--- src/rtl/alu_pkg.sv ---
// Shared ALU definitions: function codes, command codes, sequencer FSM encoding.
// The op-index mapping function is shared with the decoder bench.
package alu_pkg;

  localparam logic [2:0] FUNC_OP0 = 3'b000;
  localparam logic [2:0] FUNC_OP1 = 3'b011;
  localparam logic [2:0] FUNC_OP2 = 3'b100;
  localparam logic [2:0] FUNC_OP3 = 3'b101;

  localparam logic [2:0] CMD_OP0     = 3'b000;
  localparam logic [2:0] CMD_OP1     = 3'b001;
  localparam logic [2:0] CMD_OP2     = 3'b010;
  localparam logic [2:0] CMD_OP3     = 3'b011;
  localparam logic [2:0] CMD_OP1_OP0 = 3'b100;
  localparam logic [2:0] CMD_OP3_OP1 = 3'b101;
  localparam logic [2:0] CMD_ILL6    = 3'b110;
  localparam logic [2:0] CMD_ILL7    = 3'b111;

  localparam logic [1:0] OP0 = 2'd0;
  localparam logic [1:0] OP1 = 2'd1;
  localparam logic [1:0] OP2 = 2'd2;
  localparam logic [1:0] OP3 = 2'd3;

  typedef enum logic [1:0] {
    ST_IDLE  = 2'b00,
    ST_BEAT1 = 2'b01,
    ST_BEAT2 = 2'b10
  } seq_state_e;

  function automatic logic [2:0] op_func(input logic [1:0] op);
    logic [2:0] code;
    case (op)
      OP0:     code = FUNC_OP0;
      OP1:     code = FUNC_OP1;
      OP2:     code = FUNC_OP2;
      OP3:     code = FUNC_OP3;
      default: code = FUNC_OP0;
    endcase
    return code;
  endfunction

  function automatic logic func_parity(input logic [2:0] code);
    return ^code;
  endfunction

endpackage

--- src/rtl/alu_func_enc.sv ---
// Combinational command lookup: first/second function code, pair flag, illegal flag.
module alu_func_enc
  import alu_pkg::*;
(
  input  logic [2:0] cmd,
  output logic [2:0] first_code,
  output logic [2:0] second_code,
  output logic       is_pair,
  output logic       is_illegal
);

  // Command to micro-op expansion
  always_comb begin
    first_code  = FUNC_OP0;
    second_code = FUNC_OP0;
    is_pair     = 1'b0;
    is_illegal  = 1'b0;
    case (cmd)
      CMD_OP0: first_code = op_func(OP0);
      CMD_OP1: first_code = op_func(OP1);
      CMD_OP2: first_code = op_func(OP2);
      CMD_OP3: first_code = op_func(OP3);
      CMD_OP1_OP0: begin
        first_code  = op_func(OP1);
        second_code = op_func(OP0);
        is_pair     = 1'b1;
      end
      CMD_OP3_OP1: begin
        first_code  = op_func(OP3);
        second_code = op_func(OP1);
        is_pair     = 1'b1;
      end
      default: is_illegal = 1'b1;
    endcase
  end

endmodule

--- src/rtl/alu_func_sequencer.sv ---
// ALU command sequencer: expands commands into one or two registered micro-op beats.
// Optional parity output func_par enabled by macro ALU_FUNC_SEQ_PARITY_EN.
module alu_func_sequencer
  import alu_pkg::*;
#(
  parameter int CNT_W = 8,
  parameter int ERR_W = 4
) (
  input  logic             clk,
  input  logic             rst_n,
  input  logic             cmd_valid,
  output logic             cmd_ready,
  input  logic [2:0]       cmd,
  output logic             func_valid,
  input  logic             func_ready,
  output logic [2:0]       alu_func,
  output logic             last,
  output logic             illegal,
  output logic [CNT_W-1:0] issued_cnt,
  output logic [ERR_W-1:0] err_cnt
`ifdef ALU_FUNC_SEQ_PARITY_EN
  ,
  output logic             func_par
`endif
);

  localparam logic [CNT_W-1:0] CNT_ONE = {{(CNT_W-1){1'b0}}, 1'b1};
  localparam logic [ERR_W-1:0] ERR_ONE = {{(ERR_W-1){1'b0}}, 1'b1};
  localparam logic [ERR_W-1:0] ERR_MAX = {ERR_W{1'b1}};

  seq_state_e       state_r, state_s;
  logic             func_valid_r, func_valid_s;
  logic [2:0]       alu_func_r, alu_func_s;
  logic             last_r, last_s;
  logic [2:0]       second_r, second_s;
  logic             illegal_r, illegal_s;
  logic [CNT_W-1:0] issued_cnt_r;
  logic [ERR_W-1:0] err_cnt_r;

  logic [2:0]       enc_first_s, enc_second_s;
  logic             enc_pair_s, enc_illegal_s;
  logic             handshake_s, accept_s, ready_s;

  alu_func_enc u_enc (
    .cmd         (cmd),
    .first_code  (enc_first_s),
    .second_code (enc_second_s),
    .is_pair     (enc_pair_s),
    .is_illegal  (enc_illegal_s)
  );

  // A final beat leaving frees the slot in the same cycle (zero bubble)
  assign handshake_s = func_valid_r & func_ready;
  assign ready_s     = (state_r == ST_IDLE) | (handshake_s & last_r);
  assign accept_s    = cmd_valid & ready_s;

  // Next-state and next-beat selection
  always_comb begin
    state_s      = state_r;
    func_valid_s = func_valid_r;
    alu_func_s   = alu_func_r;
    last_s       = last_r;
    second_s     = second_r;
    illegal_s    = 1'b0;
    if (accept_s) begin
      if (enc_illegal_s) begin
        state_s      = ST_IDLE;
        func_valid_s = 1'b0;
        illegal_s    = 1'b1;
      end else begin
        state_s      = ST_BEAT1;
        func_valid_s = 1'b1;
        alu_func_s   = enc_first_s;
        last_s       = ~enc_pair_s;
        second_s     = enc_second_s;
      end
    end else if (handshake_s) begin
      case (state_r)
        ST_BEAT1: begin
          if (!last_r) begin
            state_s    = ST_BEAT2;
            alu_func_s = second_r;
            last_s     = 1'b1;
          end else begin
            state_s      = ST_IDLE;
            func_valid_s = 1'b0;
          end
        end
        ST_BEAT2: begin
          state_s      = ST_IDLE;
          func_valid_s = 1'b0;
        end
        default: begin
          state_s      = ST_IDLE;
          func_valid_s = 1'b0;
        end
      endcase
    end else begin
      state_s = state_r;
    end
  end

  // FSM and output beat registers
  always_ff @(posedge clk or negedge rst_n) begin
    if (!rst_n) begin
      state_r      <= ST_IDLE;
      func_valid_r <= 1'b0;
      alu_func_r   <= 3'b000;
      last_r       <= 1'b0;
      second_r     <= 3'b000;
      illegal_r    <= 1'b0;
    end else begin
      state_r      <= state_s;
      func_valid_r <= func_valid_s;
      alu_func_r   <= alu_func_s;
      last_r       <= last_s;
      second_r     <= second_s;
      illegal_r    <= illegal_s;
    end
  end

  // Issued micro-op counter (wraps) and illegal command counter (saturates)
  always_ff @(posedge clk or negedge rst_n) begin
    if (!rst_n) begin
      issued_cnt_r <= {CNT_W{1'b0}};
      err_cnt_r    <= {ERR_W{1'b0}};
    end else begin
      if (handshake_s) begin
        issued_cnt_r <= issued_cnt_r + CNT_ONE;
      end
      if (accept_s && enc_illegal_s && (err_cnt_r != ERR_MAX)) begin
        err_cnt_r <= err_cnt_r + ERR_ONE;
      end
    end
  end

  assign cmd_ready  = ready_s;
  assign func_valid = func_valid_r;
  assign alu_func   = alu_func_r;
  assign last       = last_r;
  assign illegal    = illegal_r;
  assign issued_cnt = issued_cnt_r;
  assign err_cnt    = err_cnt_r;

`ifdef ALU_FUNC_SEQ_PARITY_EN
  logic par_r;

  // Parity travels with alu_func
  always_ff @(posedge clk or negedge rst_n) begin
    if (!rst_n) begin
      par_r <= 1'b0;
    end else begin
      par_r <= func_parity(alu_func_s);
    end
  end

  assign func_par = par_r;

`ifndef SYNTHESIS
  alu_func_seq_par_chk u_par_chk (
    .clk      (clk),
    .rst_n    (rst_n),
    .alu_func (alu_func_r),
    .func_par (par_r)
  );
`endif
`endif

endmodule

`ifdef ALU_FUNC_SEQ_PARITY_EN
`ifndef SYNTHESIS
// Simulation-only check that func_par always matches the held function code.
module alu_func_seq_par_chk
  import alu_pkg::*;
(
  input logic       clk,
  input logic       rst_n,
  input logic [2:0] alu_func,
  input logic       func_par
);

  a_par_match: assert property (@(posedge clk) disable iff (!rst_n)
    func_par == func_parity(alu_func));

endmodule
`endif
`endif

--- config.mk ---
export PLATFORM = sky130hd
export DESIGN_NAME = alu_func_sequencer
export DESIGN_NICKNAME = d
export VERILOG_FILES = /design/src/rtl/alu_pkg.sv /design/src/rtl/alu_func_enc.sv /design/src/rtl/alu_func_sequencer.sv
export SDC_FILE = /design/constraint.sdc
export NUM_CORES = 1
export LEC_CHECK = 0
export ABC_CLOCK_PERIOD_IN_PS = 4100
export CORE_ASPECT_RATIO = 1.25
export CORE_UTILIZATION = 35
export DETAILED_ROUTE_END_ITERATION = 16
export HOLD_SLACK_MARGIN = 0.1
export PLACE_DENSITY_LB_ADDON = 0.25
export SYNTH_ARGS = -nofsm -noshare
export SYNTH_HDL_FRONTEND = slang
export SYNTH_SLANG_ARGS = --single-unit
--- constraint.sdc ---
create_clock -name clk -period 4.1 [get_ports clk]
set_input_delay 0.41 -clock clk [delete_from_list [all_inputs] [get_ports clk]]
set_output_delay 0.41 -clock clk [all_outputs]
set_load 0.1 [all_outputs]
==> results of run 1 <==
-- per-stage QoR --
stage | cells | hold slack (ps) | worst slack, ps
floorplan | 92 | 114 | 1150
global placement | 149 | 462 | 1790
detailed placement | 149 | 465 | 1750
CTS | 153 | 488 | 1730
global route | 153 | 498 | 1650
finish | 153 | 477 | 1740
-- cell families after synthesis --
family	Yosys count	share of synthesized area, %
and+or+nand+nor	36	20.3
DFF	21	49.9
AOI/OAI and AO/OA	13	9.99
xor gates and xnor gates	11	9.16
muxes	5	5.35
buffers and inverters	4	2.85
adders and majority gates	2	2.38
-- flip-flops by register name, summed over array words and instances, names as in the netlist --
| name | cells |
|---|---|
| err_cnt | 4 |
| issued_cnt | 8 |
| func_valid | 1 |
| last | 1 |
| alu_func | 3 |
| illegal | 1 |
| state_r | 2 |
| second_r | 1 |
-- final timing paths --
check,startpoint,end,slack [ps],cells past startpoint
setup / recovery,last,last,1740,1
hold / removal,issued_cnt[7],issued_cnt[7],480,1
setup reg to reg,func_valid,alu_func[0],2180,4
hold reg to reg,issued_cnt[7],issued_cnt[7],480,1
max in group asynchronous,rst_n,alu_func[0],2920,1
min in group asynchronous,rst_n,issued_cnt[1],610,1
-- worst register-to-register path: cells and delay by family (launching register included) --
family           cells  cell delay (ps)
AO/OA/AOI/OAI        1              460
AND/OR/NAND/NOR      1              270
flip-flops           1              450
multiplexers         2              650
-- cells in the final DEF, fill, tap and decap left out --
cell,netlist,layout
nand4_1,1,1
mux2_2,5,5
xnor2_1,5,5
o22ai_2,1,1
clkbuf_4,0,3
and2_1,1,1
nor4b_4,1,1
a21oi_1,1,1
o31ai_1,1,1
nand2b_1,2,2
inv_1,2,2
a22o_2,1,1
o21a_1,1,1
and3_1,1,1
or3b_2,1,1
clkinv_2,0,1
dfrtp_1,21,21
nor3_1,2,2
nor3b_2,1,1
o22a_2,1,1
nand3_1,4,4
nand3b_1,1,1
o22ai_1,1,1
nand2_1,15,15
o21ai_0,5,5
nor2_1,4,4
buf_4,0,1
nor4_4,1,1
and2_2,1,1
a31oi_4,1,1
xor2_1,6,6
ha_1,2,2
clkdlybuf4s50_1,0,24
-- routing by layer --
metal	part of all wire [%]	GRT usage, %
met5	0	0
met4	1.8	7.29
met3	2.6	1.45
met2	47	22.0
met1	48	17.7
-- cell type report --
| type | count | area share (%) |
|---|---|---|
| flip-flops and latches | 21 | 39.0 |
| multi-input cells | 67 | 36.9 |
| clock inverters | 1 | 0.371 |
| inverters | 2 | 0.557 |
| well taps | 34 | 3.16 |
| clock buffers | 3 | 1.67 |
| repair buffers | 25 | 18.4 |
==> flow_metrics.env, run 1 <==
export IMPL_fin_area_sq_mm=0.00135
export IMPL_core_area_sq_mm=0.00276
export IMPL_synth_area_leaders="dfrtp_1 50%, mux2_2 5.4%, nand2_1 5.4%"
export IMPL_grt_pass1_vias=769
export IMPL_clkLatencyLatePin_ps=300
export IMPL_max_clock_path_buffers=2
export IMPL_die_h_um=63.3
export IMPL_synth_warning_count=0
export IMPL_path_clk_slew_ps=120
export IMPL_path_cells="clkdlybuf4s50_1"
export IMPL_dp_hpwl_um=1390
export IMPL_numCtsBuffers=3
export IMPL_cts_setup_buffers=0
export IMPL_path_buf_inv=1
export IMPL_drive_gt1_share_pct=16.0
export IMPL_cts_sinks=21
export IMPL_hold_viol=0
export IMPL_status="finished, final reports clean"
export IMPL_setup_viol=0
export IMPL_cts_resized=0
export IMPL_synth_cell_types=30
export IMPL_hp_class="reg -> reg"
export IMPL_synthArstFlopShare_pct=100
export IMPL_port_buffers=25
export IMPL_grt_overflow=0
export IMPL_seq_area_sq_um=526
export IMPL_post_route_period_util_pct=57.5
export IMPL_fin_skew_ps=2.56
export IMPL_grt_first_pass_wirelength_um=3340
export IMPL_synth_ff_type="dfrtp_1"
export IMPL_crit_family="buffers and inverters"
export IMPL_ant_nets=0
export IMPL_ctsHoldBuffers=0
export IMPL_antenna_found_initial=0
export IMPL_wl_per_cell_um=12.3
export IMPL_initial_core_util_pct=38.1
export IMPL_syn_area_sq_mm=0.00105
export IMPL_vias_per_cell=4.83
export IMPL_gp_congestion=0.784
export IMPL_antenna_cells=0
export IMPL_path_max_fanout=5
export IMPL_rows=21
export IMPL_cts_tree="built"
export IMPL_fmax_mhz=424
export IMPL_drc_errors=0
export IMPL_final_net_count=129
export IMPL_period_minus_slack_ps=2360
export IMPL_fin_util_pct=48.8
export IMPL_dpl_cell_area_sq_mm=0.00132
export IMPL_startpoint_type="register"
export IMPL_crit_required_ps=3690
export IMPL_setup_tns_final_ps=0
export IMPL_tightest_slew_ps=978
export IMPL_slowest_delay_ps=1170
export IMPL_synth_area_leader_cell="dfrtp_1"
export IMPL_critPathArrivalTime_ps=1950
export IMPL_drt_pass1_iter_count=4
export IMPL_relSlewSlack_pct=34.6
export IMPL_multiInputGateArea_sq_um=497
export IMPL_netlist_instances=92
export IMPL_syn_nets=101
export IMPL_root_buffer="clkbuf_4"
export IMPL_rsz0062_at_grt="no"
export IMPL_die_x_um=51.0
export IMPL_cts_max_level=1
export IMPL_synth_most_common_cell="dfrtp_1"
export IMPL_cap_violations=0
export IMPL_dr_total_vias=739
export IMPL_syn2layout_area_growth_pct=28.1
export IMPL_endpoint_kind="output port"
export IMPL_netlist_area_leader_share_pct=49.9
export IMPL_drt_wl_total_um=1890
export IMPL_die_area_sq_mm=0.00323
export IMPL_fill_cells=263
export IMPL_yosys_top_cells_count="21 x dfrtp_1, 15 x nand2_1, 6 x xor2_1"
export IMPL_synth_seq_area_share_pct=49.9
export IMPL_grt_max_degree=22
export IMPL_grt_usage_pct=13.7
export IMPL_drt_initial_drc_count=17
export IMPL_ys_ff_latch=21
export IMPL_synth_edff_count=0
export IMPL_synth_avg_cell_area_sq_um=11.4
export IMPL_slowest_stage="clkdlybuf4s50_1"
export IMPL_slew_violations=0
export IMPL_io_pins=26
export IMPL_path_class="reg -> out"
Power of run 1 is left out: the tool's default activity adds up to more than one toggle a clock period on the data nets, which glitch-free logic cannot reach.
==> run 2: changes to the inputs <==
--- a/config.mk
+++ b/config.mk
@@ -5,7 +5,7 @@
 export SDC_FILE = /design/constraint.sdc
 export NUM_CORES = 1
 export LEC_CHECK = 0
-export ABC_CLOCK_PERIOD_IN_PS = 4100
+export ABC_CLOCK_PERIOD_IN_PS = 2320
 export CORE_ASPECT_RATIO = 1.25
 export CORE_UTILIZATION = 35
 export DETAILED_ROUTE_END_ITERATION = 16
==> constraint.sdc (replaced) <==
create_clock -name clk -period 2.32 [get_ports clk]
set_input_delay 0.232 -clock clk [delete_from_list [all_inputs] [get_ports clk]]
set_output_delay 0.232 -clock clk [all_outputs]
set_load 0.1 [all_outputs]
==> run 2 against run 1 <==
  * Utilization down 0.27 points
  * Clock skew up 0.79 ps
  * Setup slack worse by 1200 ps
  * Critical path depth up 3
  * Critical path type is now reg -> reg
  * Flip-flop and latch count unchanged
  * Via count up 3.9%
  * Count of clock-buffer cells in the layout up 1
  * Global-route usage down 0.38 points
  * Cell area down 0.56%
==> flow_metrics.env, run 2 (synthesized netlist as in run 1, its figures left out) <==
export IMPL_port_buffers=25
export IMPL_endpoint_kind="register"
export IMPL_path_cells="and2_2 > a31oi_4 > mux2_2 > mux2_2"
export IMPL_clkLatencyLatePin_ps=300
export IMPL_grt_first_pass_wirelength_um=3260
export IMPL_wl_per_cell_um=12.6
export IMPL_r2r_end="alu_func[0]"
export IMPL_path_clk_slew_ps=120
export IMPL_initial_core_util_pct=38.1
export IMPL_reg2reg_depth=4
export IMPL_startpoint_type="register"
export IMPL_drc_errors=0
export IMPL_vias_per_cell=4.92
export IMPL_gp_congestion=0.677
export IMPL_path_buf_inv=0
export IMPL_status="finished, final reports clean"
export IMPL_r2r_start="func_valid"
export IMPL_crit_family="multiplexers"
export IMPL_setup_viol=0
export IMPL_path_class="reg -> reg"
export IMPL_io_pins=26
export IMPL_cts_setup_buffers=0
export IMPL_relSlewSlack_pct=78.5
export IMPL_largest_register_ffs=8
export IMPL_max_clock_path_buffers=2
export IMPL_fmax_mhz=563
export IMPL_post_route_period_util_pct=76.6
export IMPL_hold_viol=0
export IMPL_critPathArrivalTime_ps=1970
export IMPL_tightest_slew_ps=320
export IMPL_syn2layout_area_growth_pct=27.3
export IMPL_grt_usage_pct=13.3
export IMPL_root_buffer="clkbuf_4"
export IMPL_cts_tree="built"
export IMPL_ant_nets=0
export IMPL_path_common_cell="mux2_2"
export IMPL_grt_overflow=0
export IMPL_die_area_sq_mm=0.00323
export IMPL_drt_pass1_iter_count=4
export IMPL_antenna_found_initial=0
export IMPL_slowest_delay_ps=440
export IMPL_dp_hpwl_um=1490
export IMPL_drt_initial_drc_count=9
export IMPL_drt_wl_total_um=1960
export IMPL_die_h_um=63.3
export IMPL_crit_required_ps=2520
export IMPL_rows=21
export IMPL_slew_violations=0
export IMPL_final_net_count=132
export IMPL_cts_max_level=1
export IMPL_die_x_um=51.0
export IMPL_hp_class="in -> async"
export IMPL_core_area_sq_mm=0.00276
export IMPL_dr_total_vias=768
export IMPL_cts_sinks=21
export IMPL_path_max_fanout=9
export IMPL_cap_violations=0
export IMPL_grt_max_degree=22
export IMPL_slowest_stage="dfrtp_1"
export IMPL_setup_tns_final_ps=0
export IMPL_drive_gt1_share_pct=32.8
export IMPL_numCtsBuffers=3
export IMPL_period_minus_slack_ps=1780
export IMPL_antenna_cells=0
export IMPL_final_cell_mix="21 x dfrtp_1, 21 x buf_4, 15 x nand2_1, 6 x xor2_1, 6 x clkdlybuf4s50_1"
export IMPL_reg2reg_slack_ps=540
export IMPL_rsz0062_at_grt="no"
export IMPL_grt_pass1_vias=760
export IMPL_ctsHoldBuffers=0
export IMPL_fin_skew_ps=3.34
export IMPL_cts_resized=0
==> run 2: changes by cell type in the layout (fill, tap and decap cells not counted) <==
cell	previous run	this run
clkinv_2	1	0
o21ai_2	0	1
o21ai_0	5	4
clkbuf_1	0	1
clkdlybuf4s50_1	24	6
buf_4	1	21
buf_12	0	1
==> run 2: stage by stage <==
stage / setup slack (ps) / instances / hold WS (ps) / area (sq um) / util (%)
5_1_grt: 471 / 156 / 273 / 1340 / 48.6
6_report: 543 / 156 / 263 / 1340 / 48.6
2_1_floorplan: 53.5 / 92 / -63.6 / 1060 / -
3_3_place_gp: 331 / 152 / 464 / 1310 / 47.6
3_5_place_dp: 291 / 152 / 476 / 1310 / 47.6
4_1_cts: 549 / 156 / 269 / 1340 / 48.6
==> run 2: layout make-up <==
class / instances / area (sq um)
Tap cell: 34 / 42.5
Timing Repair Buffer: 28 / 238
Inverter: 2 / 7.51
Multi-Input combinational cell: 67 / 500
Sequential cell: 21 / 526
Clock buffer: 4 / 26.3
Fill cell: 253 / 1420
==> run 2: worst max path at each step <==
stage	to	slack (ps)	depth (start not counted)	start
after floorplan	err_cnt[1]	50	5	func_valid
after global placement	alu_func[1]	330	5	func_ready
after detailed placement	alu_func[0]	290	5	func_ready
after CTS	alu_func[0]	550	4	func_valid
after global routing	alu_func[1]	470	4	func_valid
final	alu_func[0]	540	4	func_valid
==> run 2: per-layer routing <==
metal	track usage, %	vias up	wire length (um)
li1	-	378	-
met1	15.4	371	900
met2	23.0	17	977
met3	3.14	2	72
met4	5.21	0	12
met5	0	-	0
Power of run 2 is left out for the same reason.
